`src/rtl/mcpu_mem_port_pkg.sv`:
```
// Shared types and constants for the multi-cycle CPU memory-access stage.
package mcpu_mem_port_pkg;

    // Memory port FSM: waiting for a controller strobe, or holding a bus request
    typedef enum logic {
        S_IDLE = 1'b0,
        S_BUSY = 1'b1
    } state_t;

    localparam int DATA_W      = 32;
    localparam int TIMER_W     = 8;
    localparam int TIMEOUT_DEF = 255;

    // Instruction register field positions (MIPS encoding)
    localparam int OPC_HI   = 31;
    localparam int OPC_LO   = 26;
    localparam int RS_HI    = 25;
    localparam int RS_LO    = 21;
    localparam int RT_HI    = 20;
    localparam int RT_LO    = 16;
    localparam int RD_HI    = 15;
    localparam int RD_LO    = 11;
    localparam int SHAMT_HI = 10;
    localparam int SHAMT_LO = 6;
    localparam int FUNCT_HI = 5;
    localparam int FUNCT_LO = 0;
    localparam int IMM_HI   = 15;
    localparam int IMM_LO   = 0;

    // Opcodes the controller decodes from o_opcode
    localparam logic [5:0] OP_RTYPE = 6'h00;
    localparam logic [5:0] OP_J     = 6'h02;
    localparam logic [5:0] OP_BEQ   = 6'h04;
    localparam logic [5:0] OP_LW    = 6'h23;
    localparam logic [5:0] OP_SW    = 6'h2B;

    // Word accesses only: the two low byte-address bits must be zero
    function automatic logic addr_aligned(input logic [1:0] lsb);
        return (lsb == 2'b00);
    endfunction

endpackage

```
`src/rtl/mem_wait_timer.sv`:
```
// Counts cycles spent waiting for a memory acknowledge; flags the abort point.
module mem_wait_timer
    import mcpu_mem_port_pkg::*;
#(
    parameter int TIMEOUT = TIMEOUT_DEF
) (
    input  logic clk,
    input  logic reset,
    input  logic i_clear,
    input  logic i_enable,
    output logic o_tc
);

    localparam logic [TIMER_W-1:0] TC_VALUE = TIMER_W'(TIMEOUT);

    logic [TIMER_W-1:0] r_count;

    // Clear while idle, count while waiting, hold at terminal count so it never wraps
    always_ff @(posedge clk or posedge reset) begin
        if (reset) begin
            r_count <= '0;
        end else if (i_clear) begin
            r_count <= '0;
        end else if (i_enable && !o_tc) begin
            r_count <= r_count + 1'b1;
        end
    end

    assign o_tc = (r_count == TC_VALUE);

endmodule

```
`src/rtl/mcpu_mem_port.sv`:
```
// Memory-access stage: runs one req/ack bus transaction per controller strobe,
// loads IR or MDR, stalls the controller while waiting, and decodes IR fields.
module mcpu_mem_port
    import mcpu_mem_port_pkg::*;
#(
    parameter int ADDR_W  = 32,
    parameter int TIMEOUT = TIMEOUT_DEF
) (
    input  logic              clk,
    input  logic              reset,
    input  logic              i_mem_read,
    input  logic              i_mem_write,
    input  logic              i_ir_write,
    input  logic              i_iord,
    input  logic [ADDR_W-1:0] i_pc,
    input  logic [ADDR_W-1:0] i_alu_out,
    input  logic [DATA_W-1:0] i_store_data,
    output logic              o_stall,
    output logic [DATA_W-1:0] o_ir,
    output logic [5:0]        o_opcode,
    output logic [5:0]        o_funct,
    output logic [4:0]        o_rs,
    output logic [4:0]        o_rt,
    output logic [4:0]        o_rd,
    output logic [4:0]        o_shamt,
    output logic [15:0]       o_imm16,
    output logic [DATA_W-1:0] o_mdr,
    output logic              o_mem_req,
    output logic              o_mem_we,
    output logic [ADDR_W-1:0] o_mem_addr,
    output logic [DATA_W-1:0] o_mem_wdata,
    input  logic [DATA_W-1:0] i_mem_rdata,
    input  logic              i_mem_ack,
    output logic              o_bus_err,
    output logic              o_align_err,
    output state_t            o_state
);

    // Bus handshake: o_mem_req rises with o_mem_we/o_mem_addr/o_mem_wdata valid and
    // holds them stable until the cycle i_mem_ack pulses (or the wait times out);
    // o_mem_req falls on the edge that samples the ack.

    state_t            r_state;
    logic [DATA_W-1:0] r_ir;
    logic [DATA_W-1:0] r_mdr;
    logic              r_mem_req;
    logic              r_mem_we;
    logic [ADDR_W-1:0] r_mem_addr;
    logic [DATA_W-1:0] r_mem_wdata;
    logic              r_dst_ir;
    logic              r_bus_err;
    logic              r_align_err;

    logic              w_start;
    logic [ADDR_W-1:0] w_addr;
    logic              w_aligned;
    logic              w_tc;

    assign w_start   = i_mem_read | i_mem_write;
    assign w_addr    = i_iord ? i_alu_out : i_pc;
    assign w_aligned = addr_aligned(w_addr[1:0]);

    mem_wait_timer #(.TIMEOUT(TIMEOUT)) u_timer (
        .clk      (clk),
        .reset    (reset),
        .i_clear  (r_state == S_IDLE),
        .i_enable (r_state == S_BUSY),
        .o_tc     (w_tc)
    );

    // Stall is forced low during reset so a held strobe cannot freeze the controller
    assign o_stall = ~reset &
                     (((r_state == S_IDLE) & w_start & w_aligned) |
                      ((r_state == S_BUSY) & ~i_mem_ack & ~w_tc));

    // Transaction FSM with the IR/MDR and bus request registers it owns
    always_ff @(posedge clk or posedge reset) begin
        if (reset) begin
            r_state     <= S_IDLE;
            r_ir        <= '0;
            r_mdr       <= '0;
            r_mem_req   <= 1'b0;
            r_mem_we    <= 1'b0;
            r_mem_addr  <= '0;
            r_mem_wdata <= '0;
            r_dst_ir    <= 1'b0;
            r_bus_err   <= 1'b0;
            r_align_err <= 1'b0;
        end else begin
            case (r_state)
                S_IDLE: begin
                    if (w_start) begin
                        if (w_aligned) begin
                            r_mem_addr  <= w_addr;
                            r_mem_we    <= i_mem_write;
                            r_mem_wdata <= i_store_data;
                            r_dst_ir    <= i_ir_write & ~i_mem_write;
                            r_mem_req   <= 1'b1;
                            r_state     <= S_BUSY;
                        end else begin
                            // Misaligned: no bus cycle; a read delivers a zero word
                            r_align_err <= 1'b1;
                            if (!i_mem_write) begin
                                if (i_ir_write) r_ir  <= '0;
                                else            r_mdr <= '0;
                            end
                        end
                    end
                end
                S_BUSY: begin
                    if (i_mem_ack) begin
                        r_mem_req <= 1'b0;
                        if (!r_mem_we) begin
                            if (r_dst_ir) r_ir  <= i_mem_rdata;
                            else          r_mdr <= i_mem_rdata;
                        end
                        r_state <= S_IDLE;
                    end else if (w_tc) begin
                        // Abort: a timed-out read yields zero, which decodes as a nop
                        r_mem_req <= 1'b0;
                        r_bus_err <= 1'b1;
                        if (!r_mem_we) begin
                            if (r_dst_ir) r_ir  <= '0;
                            else          r_mdr <= '0;
                        end
                        r_state <= S_IDLE;
                    end
                end
                default: r_state <= S_IDLE;
            endcase
        end
    end

    assign o_ir        = r_ir;
    assign o_mdr       = r_mdr;
    assign o_mem_req   = r_mem_req;
    assign o_mem_we    = r_mem_we;
    assign o_mem_addr  = r_mem_addr;
    assign o_mem_wdata = r_mem_wdata;
    assign o_bus_err   = r_bus_err;
    assign o_align_err = r_align_err;
    assign o_state     = r_state;

    assign o_opcode = r_ir[OPC_HI:OPC_LO];
    assign o_rs     = r_ir[RS_HI:RS_LO];
    assign o_rt     = r_ir[RT_HI:RT_LO];
    assign o_rd     = r_ir[RD_HI:RD_LO];
    assign o_shamt  = r_ir[SHAMT_HI:SHAMT_LO];
    assign o_funct  = r_ir[FUNCT_HI:FUNCT_LO];
    assign o_imm16  = r_ir[IMM_HI:IMM_LO];

endmodule
```
`config.mk`:
```
export PLATFORM = sky130hd
export DESIGN_NAME = mcpu_mem_port
export DESIGN_NICKNAME = d
export VERILOG_FILES = /design/src/rtl/mcpu_mem_port_pkg.sv /design/src/rtl/mem_wait_timer.sv /design/src/rtl/mcpu_mem_port.sv
export SDC_FILE = /design/constraint.sdc
export NUM_CORES = 1
export LEC_CHECK = 0
export ABC_AREA = 1
export CORE_MARGIN = 2
export CORE_UTILIZATION = 30
export DETAILED_ROUTE_END_ITERATION = 7
export HOLD_SLACK_MARGIN = 0.06
export PLACE_DENSITY_LB_ADDON = 0.1
export SETUP_SLACK_MARGIN = 0.02
export SKIP_LAST_GASP = 1
export SYNTH_ARGS = -nofsm -noshare
export SYNTH_HDL_FRONTEND = slang
export SYNTH_SLANG_ARGS = --single-unit
```
`constraint.sdc`:
```
create_clock -name clk -period 7.1 [get_ports clk]
set_clock_uncertainty 0.05 [all_clocks]
set_input_delay 1.775 -clock clk [delete_from_list [all_inputs] [get_ports clk]]
set_output_delay 1.775 -clock clk [all_outputs]
set_load 0.02 [all_outputs]
```
==> run_results.csv <==
group,metric,value,unit
status,outcome,"finished, final reports clean",
global_routing,antenna_found_initial,2,
critical_path,cp-start-kind,"input pin",
floorplan,ios,317,
detailed_routing,wl_per_cell,15.7,um
sta,holdWs,0.418,ns
sta,fmax,186,MHz
cells_and_area,layoutNonFillerInstCount,1346,
placed_design,placedCellCount,1313,
power,totalPowerFinal,2.98,mW
global_routing,first_global_vias,6017,
cells_and_area,drive_above_1_share,0.0517,
detailed_routing,ant_nets,0,
synthesis,synth_top_area_frac,0.539,
critical_path,arrival,3.54,ns
detailed_routing,drc,0,
sta,slew_violations,0,
global_routing,grt_start_max_net_pins,103,
sta,setup_violations,0,
synthesis,yosysTopAreaCell,"dfrtp_1",
synthesis,yosys_warnings,0,
sta,finalCriticalPeriod,5.37,ns
sta,rsz0062_at_grt,"no",
sta,final.setup.worst_slack,1.73,ns
cells_and_area,fillers,2188,
synthesis,syn-num-nets,939,
clock_tree,cts_root_buf,"clkbuf_16",
detailed_routing,via_count,5972,
critical_path,cp_slowest_cell,"clkdlybuf4s50_1",
power,power.leakage,4.89,nW
global_routing,grt_overflow_total,0,
placed_design,dpl_cell_area,0.00954,sq mm
min_path,hp-class,"reg2reg",
synthesis,synthTopCellsByArea,"dfrtp_1, nand2_1, buf_4, nand3_1, nor2_1",
floorplan,die_w,152,um
detailed_routing,drtIter0Drc,241,
synthesis,yosysSeqAreaShare,0.539,
clock_tree,cts.clk_slew.worst_paths,0.06,ns
detailed_routing,drt_wl_total,21.1,mm
flow_run,maxCapViolCount,0,
placed_design,place_congestion,0.780,
clock_tree,cts_hold_buf,0,
floorplan,coreArea,0.0217,sq mm
cells_and_area,final_util,0.472,
global_routing,track_usage,0.185,
clock_tree,h-tree-depth,4,
global_routing,grt_pass1_wl,33.9,mm
critical_path,worstPathRequired,5.28,ns
cells_and_area,final_common_cell,"clkdlybuf4s50_1",
synthesis,syn_avg_cell_area,8.21,sq um
sta,worst_pin_slew,0.965,ns
floorplan,start_util,0.304,
sta,slew_headroom,0.356,
floorplan,rows,54,
power,powerDensity,291,mW/mm^2
placed_design,pre_cts_slack,1.72,ns
clock_tree,cts_buffers,17,
detailed_routing,dr.pass1.iters,4,
critical_path,ff2ff_setup_slack,4.15,ns
floorplan,fp.dieArea,0.0232,sq mm
placed_design,numPortBuffers,316,
cells_and_area,final_nets,1188,
cells_and_area,design_area,0.0102,sq mm
detailed_routing,vias_per_cell,4.44,
critical_path,end_kind,"output pin",
clock_tree,worstSkewPairLatency,0.42,ns
sta,fin_tns_setup,0,ns
critical_path,critPathMaxStageDelay,0.69,ns
clock_tree,cts_sinks,142,
synthesis,syn_area,0.00659,sq mm
critical_path,path_cells,"clkdlybuf4s50_1 -> nand3_1 -> nand2_1 -> nand2_1 -> a21oi_1 -> clkdlybuf4s50_1",
clock_tree,cts_resized,0,
synthesis,synthCells,803,
cells_and_area,area_growth,55.1,%
sta,period_share,0.756,
clock_tree,clk_path_buf_depth,2,
clock_tree,cts_setup_buffers,0,
sta,hold_viol,0,
critical_path,crit_type,"in2out",
power,vdd_drop_max,0.150,mV
floorplan,dieHeight,152,um
critical_path,critPathMaxFanout,5,
cells_and_area,layout_common_cells,"clkdlybuf4s50_1, nand2_1, dfrtp_1",
synthesis,yosys_register_bits,142,
clock_tree,tritoncts,"done",
placed_design,dp_hpwl,14.5,mm
synthesis,synth_cell_types,24,
==> sequential cells by signal, summed over array words and instances, names as in the netlist <==
name,cells
o_ir,32
o_mdr,32
u_timer.r_count,8
r_dst_ir,1
o_mem_wdata,32
o_mem_req,1
o_align_err,1
o_mem_we,1
o_bus_err,1
o_mem_addr,32
o_state,1
==> cell families (layout without fill, tap and decap cells) <==
group,count (synthesis),count (layout),share of synthesized area
other cells,0,2,0
compound gates,50,50,0.0455
fa+ha+maj,1,1,0.00190
simple gates,466,466,0.291
flops,142,142,0.539
buf+inv,144,405,0.122
==> report_power, final <==
| group | switching [mW] | total [mW] | internal, mW |
|---|---|---|---|
| sequential | 0.0918 | 1.04 | 0.947 |
| clock | 0.352 | 1.04 | 0.688 |
| combinational | 0.482 | 0.901 | 0.419 |
| total | 0.926 | 2.98 | 2.05 |
==> synthesized netlist by cell type, drive strengths merged <==
cell type and instances:
nand2 313, nand4 1, inv 53, a21oi 6, dfrtp 142, a31o 2
ha 1, o21bai 1, clkbuf 16, o21ai 9, or2 3, a31oi 32
nor2 77, buf 75, nor3 1, nand3 71
==> layer usage <==
layer | up-vias | part of all wire | global-route usage
met1 | 2765 | 0.42 | 0.223
met2 | 233 | 0.47 | 0.300
met5 | - | 0 | 0
met3 | 15 | 0.11 | 0.0867
li1 | 2959 | - | -
met4 | 0 | 0.010 | 0.0463
==> worst max-delay path: cells and delay by family <==
family / cells / cell delay [ns]
buf+inv: 2 / 1.24
simple gates: 3 / 0.36
compound gates: 1 / 0.16
==> worst paths after layout <==
check / startpoint / end / cells past startpoint
min in group asynchronous: reset / o_mdr[18]$_DFFE_PP0P_ / 2
worst min register to register: o_mdr[13]$_DFFE_PP0P_ / o_mdr[13]$_DFFE_PP0P_ / 2
worst min-delay path: o_mdr[13]$_DFFE_PP0P_ / o_mdr[13]$_DFFE_PP0P_ / 2
worst max-delay path: i_iord / o_stall / 6
max in group asynchronous: reset / o_mem_wdata[9]$_DFFE_PP0P_ / 3
worst max register to register: u_timer.r_count[1]$_DFFE_PP0P_ / o_mdr[14]$_DFFE_PP0P_ / 9
==> cell type report <==
type                            count  area, sq um  share of cell area
Antenna cell                        2         5.00            0.000489
Clock buffer                       22          474              0.0464
Clock inverter                      9          205              0.0201
Inverter                           53          204              0.0199
Multi-Input combinational cell    517         2230               0.218
Sequential cell                   142         3550               0.347
Tap cell                          280          350              0.0343
Timing Repair Buffer              321         3200               0.313
No activity file was read; power rests on OpenSTA's default activity.
